$ cat config.mk
export PLATFORM = sky130hd
export DESIGN_NAME = regfile_wb_ctrl_flat
export DESIGN_NICKNAME = d
export VERILOG_FILES = /design/src/rtl/regfile_wb_ctrl_if.sv /design/src/rtl/regfile_wb_ctrl.sv /design/src/flat_wrapper.sv
export SDC_FILE = /design/constraint.sdc
export NUM_CORES = 1
export LEC_CHECK = 0
export ABC_AREA = 1
export CORE_ASPECT_RATIO = 0.75
export CORE_MARGIN = 5
export CORE_UTILIZATION = 40
export DETAILED_ROUTE_END_ITERATION = 8
export HOLD_SLACK_MARGIN = 0.08
export PLACE_DENSITY = 0.76
export SYNTH_ARGS = -nofsm -noshare
export SYNTH_HDL_FRONTEND = slang
export SYNTH_SLANG_ARGS = --single-unit
export TNS_END_PERCENT = 30
$ cat constraint.sdc
create_clock -name clk -period 3.3 [get_ports clk]
set_input_delay 0.66 -clock clk [delete_from_list [all_inputs] [get_ports clk]]
set_output_delay 0.66 -clock clk [all_outputs]
set_load 0.01 [all_outputs]
$ cat src/rtl/regfile_wb_ctrl_if.sv
// Write-back bus for regfile_wb_ctrl: two write-back requesters in, one RF write port out.
// The master side drives requests and observes ready and the RF strobe; the slave side is the controller.
interface regfile_wb_ctrl_if #(
  parameter int XLEN = 64
);
  logic            wb0_valid;
  logic            wb0_ready;
  logic [4:0]      wb0_rd;
  logic [XLEN-1:0] wb0_data;
  logic            wb1_valid;
  logic            wb1_ready;
  logic [4:0]      wb1_rd;
  logic [XLEN-1:0] wb1_data;
  logic            rf_w_en;
  logic [4:0]      rf_rd_index;
  logic [XLEN-1:0] rf_rd_data;

  modport master (
    output wb0_valid, wb0_rd, wb0_data, wb1_valid, wb1_rd, wb1_data,
    input  wb0_ready, wb1_ready, rf_w_en, rf_rd_index, rf_rd_data
  );

  modport slave (
    input  wb0_valid, wb0_rd, wb0_data, wb1_valid, wb1_rd, wb1_data,
    output wb0_ready, wb1_ready, rf_w_en, rf_rd_index, rf_rd_data
  );
endinterface

$ cat src/rtl/regfile_wb_ctrl.sv
// Write-back arbiter (ALU vs LSU, round-robin under contention) plus the per-register busy scoreboard.
// Optional RF_WB_FWD_EN adds same-cycle forwarding of the RF write payload to the source queries.
module regfile_wb_ctrl #(
  parameter int XLEN = 64,
  parameter int NREG = 32
) (
  input  logic            clk,
  input  logic            rst,
  regfile_wb_ctrl_if.slave wb,
  input  logic            issue_valid,
  input  logic [4:0]      issue_rd,
  output logic            issue_waw,
  input  logic [4:0]      q_rs1,
  input  logic [4:0]      q_rs2,
  output logic            rs1_busy,
  output logic            rs2_busy,
`ifdef RF_WB_FWD_EN
  output logic            rs1_fwd,
  output logic            rs2_fwd,
  output logic [XLEN-1:0] fwd_data,
`endif
  input  logic            flush
);

  typedef struct packed {
    logic [4:0]      rd;
    logic [XLEN-1:0] data;
  } wb_req_t;

  wb_req_t         req0, req1, win;
  logic            gnt0, gnt1, any_gnt;
  logic            rr_ptr_q, rr_ptr_d;
  logic [NREG-1:0] busy_q, busy_d;
  logic            rf_w_en_q, rf_w_en_d;
  logic [4:0]      rf_rd_index_q, rf_rd_index_d;
  logic [XLEN-1:0] rf_rd_data_q, rf_rd_data_d;

  always_comb begin
    req0.rd   = wb.wb0_rd;
    req0.data = wb.wb0_data;
    req1.rd   = wb.wb1_rd;
    req1.data = wb.wb1_data;
    // Grants are masked by reset so ready reads 0 while held in reset.
    gnt0    = rst && wb.wb0_valid && (!wb.wb1_valid || !rr_ptr_q);
    gnt1    = rst && wb.wb1_valid && (!wb.wb0_valid ||  rr_ptr_q);
    any_gnt = gnt0 || gnt1;
    win     = gnt1 ? req1 : req0;

    rr_ptr_d = rr_ptr_q;
    if (wb.wb0_valid && wb.wb1_valid) rr_ptr_d = !gnt1;

    rf_w_en_d     = any_gnt && (win.rd != 5'd0);
    rf_rd_index_d = any_gnt ? win.rd   : rf_rd_index_q;
    rf_rd_data_d  = any_gnt ? win.data : rf_rd_data_q;

    // Clear, then flush, then set: a same-cycle issue survives both.
    busy_d = busy_q;
    if (rf_w_en_q) busy_d[rf_rd_index_q] = 1'b0;
    if (flush) busy_d = '0;
    if (issue_valid && issue_rd != 5'd0) busy_d[issue_rd] = 1'b1;
    busy_d[0] = 1'b0;
  end

  always_ff @(posedge clk or negedge rst) begin
    if (!rst) begin
      rr_ptr_q      <= 1'b0;
      busy_q        <= '0;
      rf_w_en_q     <= 1'b0;
      rf_rd_index_q <= '0;
      rf_rd_data_q  <= '0;
    end else begin
      rr_ptr_q      <= rr_ptr_d;
      busy_q        <= busy_d;
      rf_w_en_q     <= rf_w_en_d;
      rf_rd_index_q <= rf_rd_index_d;
      rf_rd_data_q  <= rf_rd_data_d;
    end
  end

  assign wb.wb0_ready   = gnt0;
  assign wb.wb1_ready   = gnt1;
  assign wb.rf_w_en     = rf_w_en_q;
  assign wb.rf_rd_index = rf_rd_index_q;
  assign wb.rf_rd_data  = rf_rd_data_q;
  assign issue_waw      = busy_q[issue_rd];

`ifdef RF_WB_FWD_EN
  assign rs1_fwd  = rf_w_en_q && (rf_rd_index_q == q_rs1) && (q_rs1 != 5'd0);
  assign rs2_fwd  = rf_w_en_q && (rf_rd_index_q == q_rs2) && (q_rs2 != 5'd0);
  assign fwd_data = rf_rd_data_q;
  assign rs1_busy = busy_q[q_rs1] && !rs1_fwd;
  assign rs2_busy = busy_q[q_rs2] && !rs2_fwd;
`else
  // The bit is still set during the write cycle since the RF has not captured yet.
  assign rs1_busy = busy_q[q_rs1];
  assign rs2_busy = busy_q[q_rs2];
`endif

endmodule

$ cat src/flat_wrapper.sv
// flat-port wrapper written by rule: the top's interface ports become plain ports
module regfile_wb_ctrl_flat 
#(
  parameter int XLEN = 64,
  parameter int NREG = 32
)
  (clk, rst, issue_valid, issue_rd, issue_waw, q_rs1, q_rs2, rs1_busy, rs2_busy, flush, wb_wb0_valid, wb_wb0_rd, wb_wb0_data, wb_wb1_valid, wb_wb1_rd, wb_wb1_data, wb_wb0_ready, wb_wb1_ready, wb_rf_w_en, wb_rf_rd_index, wb_rf_rd_data);
  regfile_wb_ctrl_if #(.XLEN(XLEN)) wb_i ();
  input  logic clk;
  input  logic rst;
  input  logic issue_valid;
  input  logic [4:0] issue_rd;
  output logic issue_waw;
  input  logic [4:0] q_rs1;
  input  logic [4:0] q_rs2;
  output logic rs1_busy;
  output logic rs2_busy;
  input  logic flush;
  input wire logic [$bits(wb_i.wb0_valid)-1:0] wb_wb0_valid;
  input wire logic [$bits(wb_i.wb0_rd)-1:0] wb_wb0_rd;
  input wire logic [$bits(wb_i.wb0_data)-1:0] wb_wb0_data;
  input wire logic [$bits(wb_i.wb1_valid)-1:0] wb_wb1_valid;
  input wire logic [$bits(wb_i.wb1_rd)-1:0] wb_wb1_rd;
  input wire logic [$bits(wb_i.wb1_data)-1:0] wb_wb1_data;
  output wire logic [$bits(wb_i.wb0_ready)-1:0] wb_wb0_ready;
  output wire logic [$bits(wb_i.wb1_ready)-1:0] wb_wb1_ready;
  output wire logic [$bits(wb_i.rf_w_en)-1:0] wb_rf_w_en;
  output wire logic [$bits(wb_i.rf_rd_index)-1:0] wb_rf_rd_index;
  output wire logic [$bits(wb_i.rf_rd_data)-1:0] wb_rf_rd_data;
  assign wb_i.wb0_valid = wb_wb0_valid;
  assign wb_i.wb0_rd = wb_wb0_rd;
  assign wb_i.wb0_data = wb_wb0_data;
  assign wb_i.wb1_valid = wb_wb1_valid;
  assign wb_i.wb1_rd = wb_wb1_rd;
  assign wb_i.wb1_data = wb_wb1_data;
  assign wb_wb0_ready = wb_i.wb0_ready;
  assign wb_wb1_ready = wb_i.wb1_ready;
  assign wb_rf_w_en = wb_i.rf_w_en;
  assign wb_rf_rd_index = wb_i.rf_rd_index;
  assign wb_rf_rd_data = wb_i.rf_rd_data;
  regfile_wb_ctrl #(.XLEN(XLEN), .NREG(NREG)) u_core (.clk(clk), .rst(rst), .wb(wb_i), .issue_valid(issue_valid), .issue_rd(issue_rd), .issue_waw(issue_waw), .q_rs1(q_rs1), .q_rs2(q_rs2), .rs1_busy(rs1_busy), .rs2_busy(rs2_busy), .flush(flush));
endmodule
# Word-level counts from Yosys, hierarchy flattened
# Index checks and enable logic that the tools add are counted.
dict set report word_totals {
  register_bits 102
  out_inout_bits 75
  elab_cells 46
  inputBits 159
}
dict set report classes {
  bitwise_logic 3
  order_cmp 6
  n_mux 14
  n_reduce_logical 18
}
# op count
set ops {}
lappend ops {{$mux W32} 3}
lappend ops {{$mux W69} 1}
lappend ops {{$and A32 B32 Y32} 1}
lappend ops {{$not A32 Y32} 1}
lappend ops {{$or A32 B32 Y32} 1}
lappend ops {{$lt A5 B6 Y1 const B} 4}
lappend ops {{$bmux W1 S5} 3}
lappend ops {{$demux W1 S5} 2}
lappend ops {{$ge A5 B1 Y1 const B} 2}
lappend ops {{$reduce_bool A5 Y1} 2}
lappend ops {{$logic_and A1 B1 Y1} 9}
lappend ops {{$mux W1} 5}
lappend ops {{$logic_not A1 Y1} 4}
lappend ops {{$logic_or A1 B1 Y1} 3}

# Logic depth before layout (Yosys ltp)
# Gate-level depths: netlist of run 1.
dict set report logic_depth {
  ltp_word 10
  ltp_mapped 11
  mapped_depth_nobuf 9
}

# Worst setup path after synthesis of run 1
# OpenSTA, ideal clock, no wires.
dict set report synth_timing {
  path_kind {input -> output}
  startpoint {input port q_rs2[0]}
  endpoint {output port rs2_busy}
  slack_ns 1.200
  path_buffers 2
  required_time_ns 2.640
  arrival_time_ns 1.440
  path_stages 11
  path_cell_list {buf_4 inv_2 buf_6 nand2_1 nand3_1 nand3_1 nand2_1 nand2_1 nand2_1 nand2_1 nand2_1}
}
dict set report synth_between {
  elab_chain_len 2
}
# item line_no
set synth_rtl {}
lappend synth_rtl {{start, declared} flat_wrapper.sv:15} ;# input logic [4:0] q_rs2;
lappend synth_rtl {{$bmux W1 S5} regfile_wb_ctrl.sv:96} ;# assign rs2_busy = busy_q[q_rs2];
lappend synth_rtl {{$mux W1 (not written as such)} regfile_wb_ctrl.sv:96}
lappend synth_rtl {{end, declared} flat_wrapper.sv:17} ;# output logic rs2_busy;
# No other way between the ends. The select of a mux whose other input is x is not followed.

# Worst setup path in the final report of run 1
dict set report layout_timing {
  startpoint {input port issue_rd[1]}
  endpoint {output port issue_waw}
}
dict set report layout_between {
  elab_chain_len 2
}
# item line_no
set layout_rtl {}
lappend layout_rtl {{start, declared} flat_wrapper.sv:12} ;# input logic [4:0] issue_rd;
lappend layout_rtl {{$bmux W1 S5} regfile_wb_ctrl.sv:85} ;# assign issue_waw = busy_q[issue_rd];
lappend layout_rtl {{$mux W1 (not written as such)} regfile_wb_ctrl.sv:85}
lappend layout_rtl {{end, declared} flat_wrapper.sv:13} ;# output logic issue_waw;
# No other way between the ends. The select of a mux whose other input is x is not followed.

==> metrics.md, run 1 <==
| Metric | Value |
|---|---|
| PortBufs | `between 200 and 250` |
| Period utilisation layout | `~95%` |
| Setup TNS | `0 ns` |
| Crit Path Category | `input port to output pin` |
| Worst Reg-to-Reg Cells | `7` |
| Longest Clk Path Bufs | `2` |
| Synth top area share | `a little under half` |
| Worst endpoint data arrival time | `2.47 ns` |
| Core Region | `~0.014 sq mm` |
| Worst path max stage delay | `0.56 ns` |
| CP required | `about 2.6 ns` |
| Sequential share of the synthesized area | `46.3%` |
| Gr usage total | `a little under a quarter` |
| Synth Net Count | `929` |
| Vias | `around 6k` |
| Count of pins over their slew limit | `0` |
| Max Fclk | `0.319 GHz` |
| Clock-pin transition on the worst setup and hold timing paths | `roughly 0.070 ns` |
| Buf/Inv on CP | `3` |
| CP max FO | `9` |
| FF-to-FF End | `u_core.wb.rf_rd_data[24]$_DFFE_PN0P_` |
| Initial antenna violation count | `0` |
| Dpl hpwl | `roughly 14000 um` |
| Row cnt | `37` |
| Drt via density | `about 5` |
| TritonRoute pass-1 iters | `5` |
| Tmin final | `3.13 ns` |
| Syn_area_per_cell | `a little over 7 sq um` |
| Most common cell in the netlist | `nand2_1` |
| Critical-path cell list | `clkdlybuf4s50_1 > inv_1 > nor2_4 > nand2_1 > nand4_1 > nand2_1 > nand2_1 > nor2_1 > nand2_1 > clkdlybuf4s50_1` |
| Worst Max-Slew Pin Slew | `0.783 ns` |
| Total wire length | `19200 um` |
| Cts bufs inserted | `9` |
| Synth area leaders | `dfrtp_1, nand2_1, nand3_1` |
| Mapped Area | `roughly 0.0055 sq mm` |
| Crit start category | `input port` |
| Placer congestion estimate | `0.957` |
| Final setup violation count | `0` |
| Critical Path Slowest Stage Cell | `clkdlybuf4s50_1` |
| #FFs+latches synth | `102` |
| N_diodes | `0` |
| Top cell by count, worst path | `nand2_1` |
| RSZ-0062 raised after global routing | `false` |
| Overflow after GRT | `0` |
| Wire per inst | `16.4 um` |
| Worst Setup End Kind | `output pin` |
| Worst hold path type | `input port to asynchronous set/reset pin` |
| Clock root buffer master | `clkbuf_16` |
| Post-synth EDFFs | `0` |
| TritonCTS clock tree | `done` |
| Yosys top cell by area | `dfrtp_1` |
| Die area | `~0.016 sq mm` |
| Initial Util | `40.5%` |
| Finished Core Util | `about three fifths` |
| Nets | `1153` |
| Synth-to-Final Area Change | `49.2%` |
| Async S/R FF share, synth | `100%` |
| Largest net degree at the start of global routing | `65` |
| Die Wd | `146 um` |
| Top post-synthesis cells by count | `nand2_1, nand3_1, dfrtp_1, inv_1, o21ai_0` |
| Share of cells above drive strength 1 | `3.81%` |
| Iteration-0 DRC Markers | `between 500 and 600` |
| Worst R2R Setup Slack | `1.50 ns` |
| Delay-heaviest family, CP | `buffers and inverters` |
| Final-report hold violation count | `0` |
| Worst skew pair latency | `0.34 ns` |
| Yosys cell types | `20` |
| Relative slew slack | `47.8%` |
| P per Cell Area | `452 mW/mm^2` |
| H-tree depth | `3` |
| Clock Skew | `roughly 0.0071 ns` |
| Leak pwr | `between 3 and 4 nW` |
| DRC errors left | `0` |
| CP Launch Point | `issue_rd[1]` |
| Die Ht | `between 100 and 150 um` |
| Status | `complete, no violations` |
| Post-route antenna net violation count | `0` |
| R2R Path Start | `u_core.rr_ptr_q$_DFFE_PN0P_` |
| Main synth FF type | `dfrtp_1` |
| Max Cap Viol | `0` |
| First-pass GRT wire length | `30800 um` |
| Postcts setup bufs | `0` |
| Clock Sink Count | `102` |
| Ys Warns | `0` |
| Vias in the first global route | `5846` |
| Top-level I/O count | `234` |
| Cells after Synth | `770` |
| Max VDD drop | `approximately 0.00030 V` |
[power by group]
group          internal [mW]  switching [mW]
clock                  0.664           0.462
combinational          0.563           0.492
sequential              1.42           0.119
[sequential cells by signal, summed over array words and instances (netlist names)]
name                   flops
u_core.wb.rf_rd_index      5
u_core.busy_q             31
u_core.wb.rf_rd_data      64
u_core.wb.rf_w_en          1
u_core.rr_ptr_q            1
[through the flow]
step	hold WS, ns	area (sq um)	power [mW]	cells	worst slack (ns)
final	0.419	8220	3.71	1173	0.169
after global routing	0.468	8220	3.93	1173	0.0251
after CTS	0.446	8210	3.75	1173	0.129
after detailed placement	0.468	7900	2.61	1158	0.123
after global placement	0.464	7900	2.61	1158	0.182
after floorplan	0.364	5510	1.96	770	1.20
[worst max-delay path by stage]
stage                           end  slack, ns  cells after the start
after global routing      issue_waw       0.03                     10
final                     issue_waw       0.17                     10
after detailed placement  issue_waw       0.12                     10
after CTS                 issue_waw       0.13                     10
after floorplan            rs2_busy       1.20                     11
after global placement    issue_waw       0.18                     10
[logic make-up (layout without fill, tap and decap cells)]
kind of cell,count (synthesis),count (layout),synth area share (%)
AO/OA/AOI/OAI,57,57,5.61
buffers and inverters,83,311,8.13
flip-flops,102,102,46.3
AND/OR/NAND/NOR,528,528,39.9
[final cells by class]
type                    instances  area (sq um)
clock buffers                  10           229
clock inverters                 5          83.8
fillers                      1275          5390
inverters                      50           188
multi-input cells             585          2520
flip-flops and latches        102          2550
well taps                     175           219
repair buffers                246          2430
[repair_timing]
action,CTS,global route
endpoints found under the setup margin,0,1
gates resized for setup,0,3
hold buffers,0,0
[routing by layer]
metal  up-vias  GRT usage (%)  share of wire (%)
met4         0           7.83                2.8
met3        41           8.58                 11
met1      2691           29.4                 40
met2       278           37.4                 46
met5         -              0                  0
li1       2938              -                  -
[cells in the final DEF, fill, tap and decap left out, drive strengths merged]
cell / Yosys / layout
dfrtp: 102 / 102
inv: 50 / 51
o21ai: 42 / 42
a31oi: 1 / 1
nand2: 358 / 358
o211ai: 6 / 6
nand4: 7 / 7
o22ai: 6 / 6
a21oi: 2 / 2
buf: 33 / 14
nand3: 140 / 140
bufinv: 0 / 2
clkinvlp: 0 / 2
clkdlybuf4s50: 0 / 232
nor2: 10 / 10
clkbuf: 0 / 10
nor3: 13 / 13
(Power assumes the default switching activity.)
==> run 2: changes to the inputs <==
--- a/config.mk
+++ b/config.mk
@@ -12,6 +12,7 @@
 export DETAILED_ROUTE_END_ITERATION = 8
 export HOLD_SLACK_MARGIN = 0.08
 export PLACE_DENSITY = 0.76
+export SKIP_LAST_GASP = 1
 export SYNTH_ARGS = -nofsm -noshare
 export SYNTH_HDL_FRONTEND = slang
 export SYNTH_SLANG_ARGS = --single-unit
==> constraint.sdc (replaced) <==
create_clock -name clk -period 3.03 [get_ports clk]
set_input_delay 0.606 -clock clk [delete_from_list [all_inputs] [get_ports clk]]
set_output_delay 0.606 -clock clk [all_outputs]
set_load 0.01 [all_outputs]
==> run 2 against run 1 <==
Total power is 7.2% higher. Worst hold slack worse by 0.25 ns. Clock-buffer cell count is 1 higher. Wire length is 3.4% higher. Highest routed layer unchanged.
==> metrics.md, run 2 (same netlist as run 1, synthesis figures left out) <==
| Metric | Value |
|---|---|
| Iteration-0 DRC Markers | `458` |
| Crit start category | `input port` |
| Resize count post-CTS | `0` |
| Postcts setup bufs | `0` |
| Final-report hold violation count | `0` |
| Top-level I/O count | `234` |
| Post-route antenna net violation count | `0` |
| Drt via density | `5.11` |
| Max VDD drop | `0.000306 V` |
| M2 GR Usage | `roughly two fifths` |
| Worst path max stage delay | `~0.54 ns` |
| Cts bufs inserted | `9` |
| CP required | `2.42 ns` |
| CP max FO | `8` |
| H-tree depth | `3` |
| Tmin final | `3.00 ns` |
| Top cell by count, worst path | `nand2_1` |
| Relative slew slack | `between 30% and 40%` |
| RSZ-0062 raised after global routing | `true` |
| Die Ht | `roughly 110 um` |
| Vias | `approximately 6k` |
| Period utilisation layout | `98.9%` |
| Total power | `3.98 mW` |
| Final instance area | `0.00827 sq mm` |
| Overflow after GRT | `0` |
| Leak pwr | `about 3.7 nW` |
| M1 GR Usage | `31.2%` |
| Inst Count DP | `1163` |
| TritonCTS clock tree | `done` |
| Synth-to-Final Area Change | `50.0%` |
| Largest net degree at the start of global routing | `83` |
| Final setup violation count | `0` |
| Clock Sink Count | `roughly 100` |
| Clock root buffer master | `clkbuf_16` |
| Worst hold margin | `0.166 ns` |
| Worst Max-Slew Pin Slew | `about 1 ns` |
| Critical Path Slowest Stage Cell | `clkdlybuf4s50_1` |
| Gr usage total | `24.0%` |
| Final setup margin | `0.0344 ns` |
| Clock-pin transition on the worst setup and hold timing paths | `0.07 ns` |
| Most frequent cells in the layout | `nand2_1, clkdlybuf4s50_1, nand3_1` |
| Placed cell area | `0.00797 sq mm` |
| Core Region | `between 0.01 and 0.015 sq mm` |
| Max Cap Viol | `0` |
| Vias in the first global route | `about 5.7k` |
| PortBufs | `233` |
| Die area | `0.0162 sq mm` |
| Setup TNS | `0 ns` |
| Dpl hpwl | `14800 um` |
| Worst Setup End Kind | `output pin` |
| Max Fclk | `0.334 GHz` |
| Hold_buf cts | `0` |
| First-pass GRT wire length | `31300 um` |
| Status | `complete, no violations` |
| DRC errors left | `0` |
| Finished Core Util | `60.7%` |
| Met3 GRT Util | `under 10%` |
| TritonRoute pass-1 iters | `5` |
| Max reg flops | `64` |
| DP Worst Slack | `0.0345 ns` |
| Wire per inst | `~17 um` |
| Initial Util | `about two fifths` |
| Share of cells above drive strength 1 | `4.09%` |
| Row cnt | `37` |
| Critical-path cell list | `clkdlybuf4s50_1 > nand2_1 > inv_1 > nand2_1 > nand4_1 > nand2_1 > nand2_1 > nor2_1 > nand2_1 > clkdlybuf4s50_1` |
| Crit Path Category | `input port to output pin` |
| P per Cell Area | `~480 mW/mm^2` |
| Die Wd | `between 100 and 150 um` |
| Nets | `1158` |
| Worst endpoint data arrival time | `~2.4 ns` |
| Clock Skew | `0.00694 ns` |
| Initial antenna violation count | `0` |
| Non-Filler Instances | `1177` |
| Worst hold path type | `input port to asynchronous set/reset pin` |
| N_diodes | `0` |
| Commonest non-fill, non-tap cell in the layout | `nand2_1` |
| Total wire length | `~20000 um` |
| Count of pins over their slew limit | `0` |
| Longest Clk Path Bufs | `2` |
| Placer congestion estimate | `0.926` |
| Worst skew pair latency | `0.34 ns` |
| Gr busiest metal | `met2` |
## run 2: cell count changes in the layout (fill, tap and decap cells not counted), sizes merged
cell,change
bufinv,-1
clkinvlp,-1
inv,-1
clkinv,+1
clkdlybuf4s50,-1
clkbuf,+1
buf,+5
dlymetal6s2s,+1
## run 2: critical path: cells and delay by family
family / cells / cell delay (ns)
buffers and inverters: 3 / 1.28
AND/OR/NAND/NOR: 7 / 0.50
## run 2: power breakdown
group,internal (mW),leakage (nW),total [mW],switching [mW]
logic,0.623,2.30,1.16,0.539
registers,1.54,1.29,1.67,0.131
clock network,0.656,0.138,1.15,0.493
total,2.82,3.73,3.98,1.16
## run 2: cell type report
cell class | instances | area (sq um)
fill | 1268 | 5350
sequential | 102 | 2550
multi-input combinational | 585 | 2510
timing repair buffer | 251 | 2500
clock buffer | 11 | 243
tap | 175 | 219
inverter | 50 | 190
clock inverter | 3 | 46.3
## run 2: worst paths after layout
path	from	to	slack [ns]	cells after the start
min in group clk	u_core.wb.rf_rd_data[63]$_DFFE_PN0P_	u_core.wb.rf_rd_data[63]$_DFFE_PN0P_	0.48	2
min	rst	u_core.wb.rf_rd_data[1]$_DFFE_PN0P_	0.17	1
max reg2reg	u_core.rr_ptr_q$_DFFE_PN0P_	u_core.wb.rf_rd_data[24]$_DFFE_PN0P_	1.36	7
max	issue_rd[1]	issue_waw	0.03	10
max in group asynchronous	rst	u_core.wb.rf_rd_data[6]$_DFFE_PN0P_	1.54	2
min reg2reg	u_core.wb.rf_rd_data[63]$_DFFE_PN0P_	u_core.wb.rf_rd_data[63]$_DFFE_PN0P_	0.48	2
## run 2: routing by layer
| layer | up-vias | routed length [um] |
|---|---|---|
| met1 | 2771 | 8240 |
| met5 | - | 0 |
| met2 | 281 | 9220 |
| met4 | 0 | 349 |
| met3 | 23 | 2080 |
| li1 | 2943 | - |
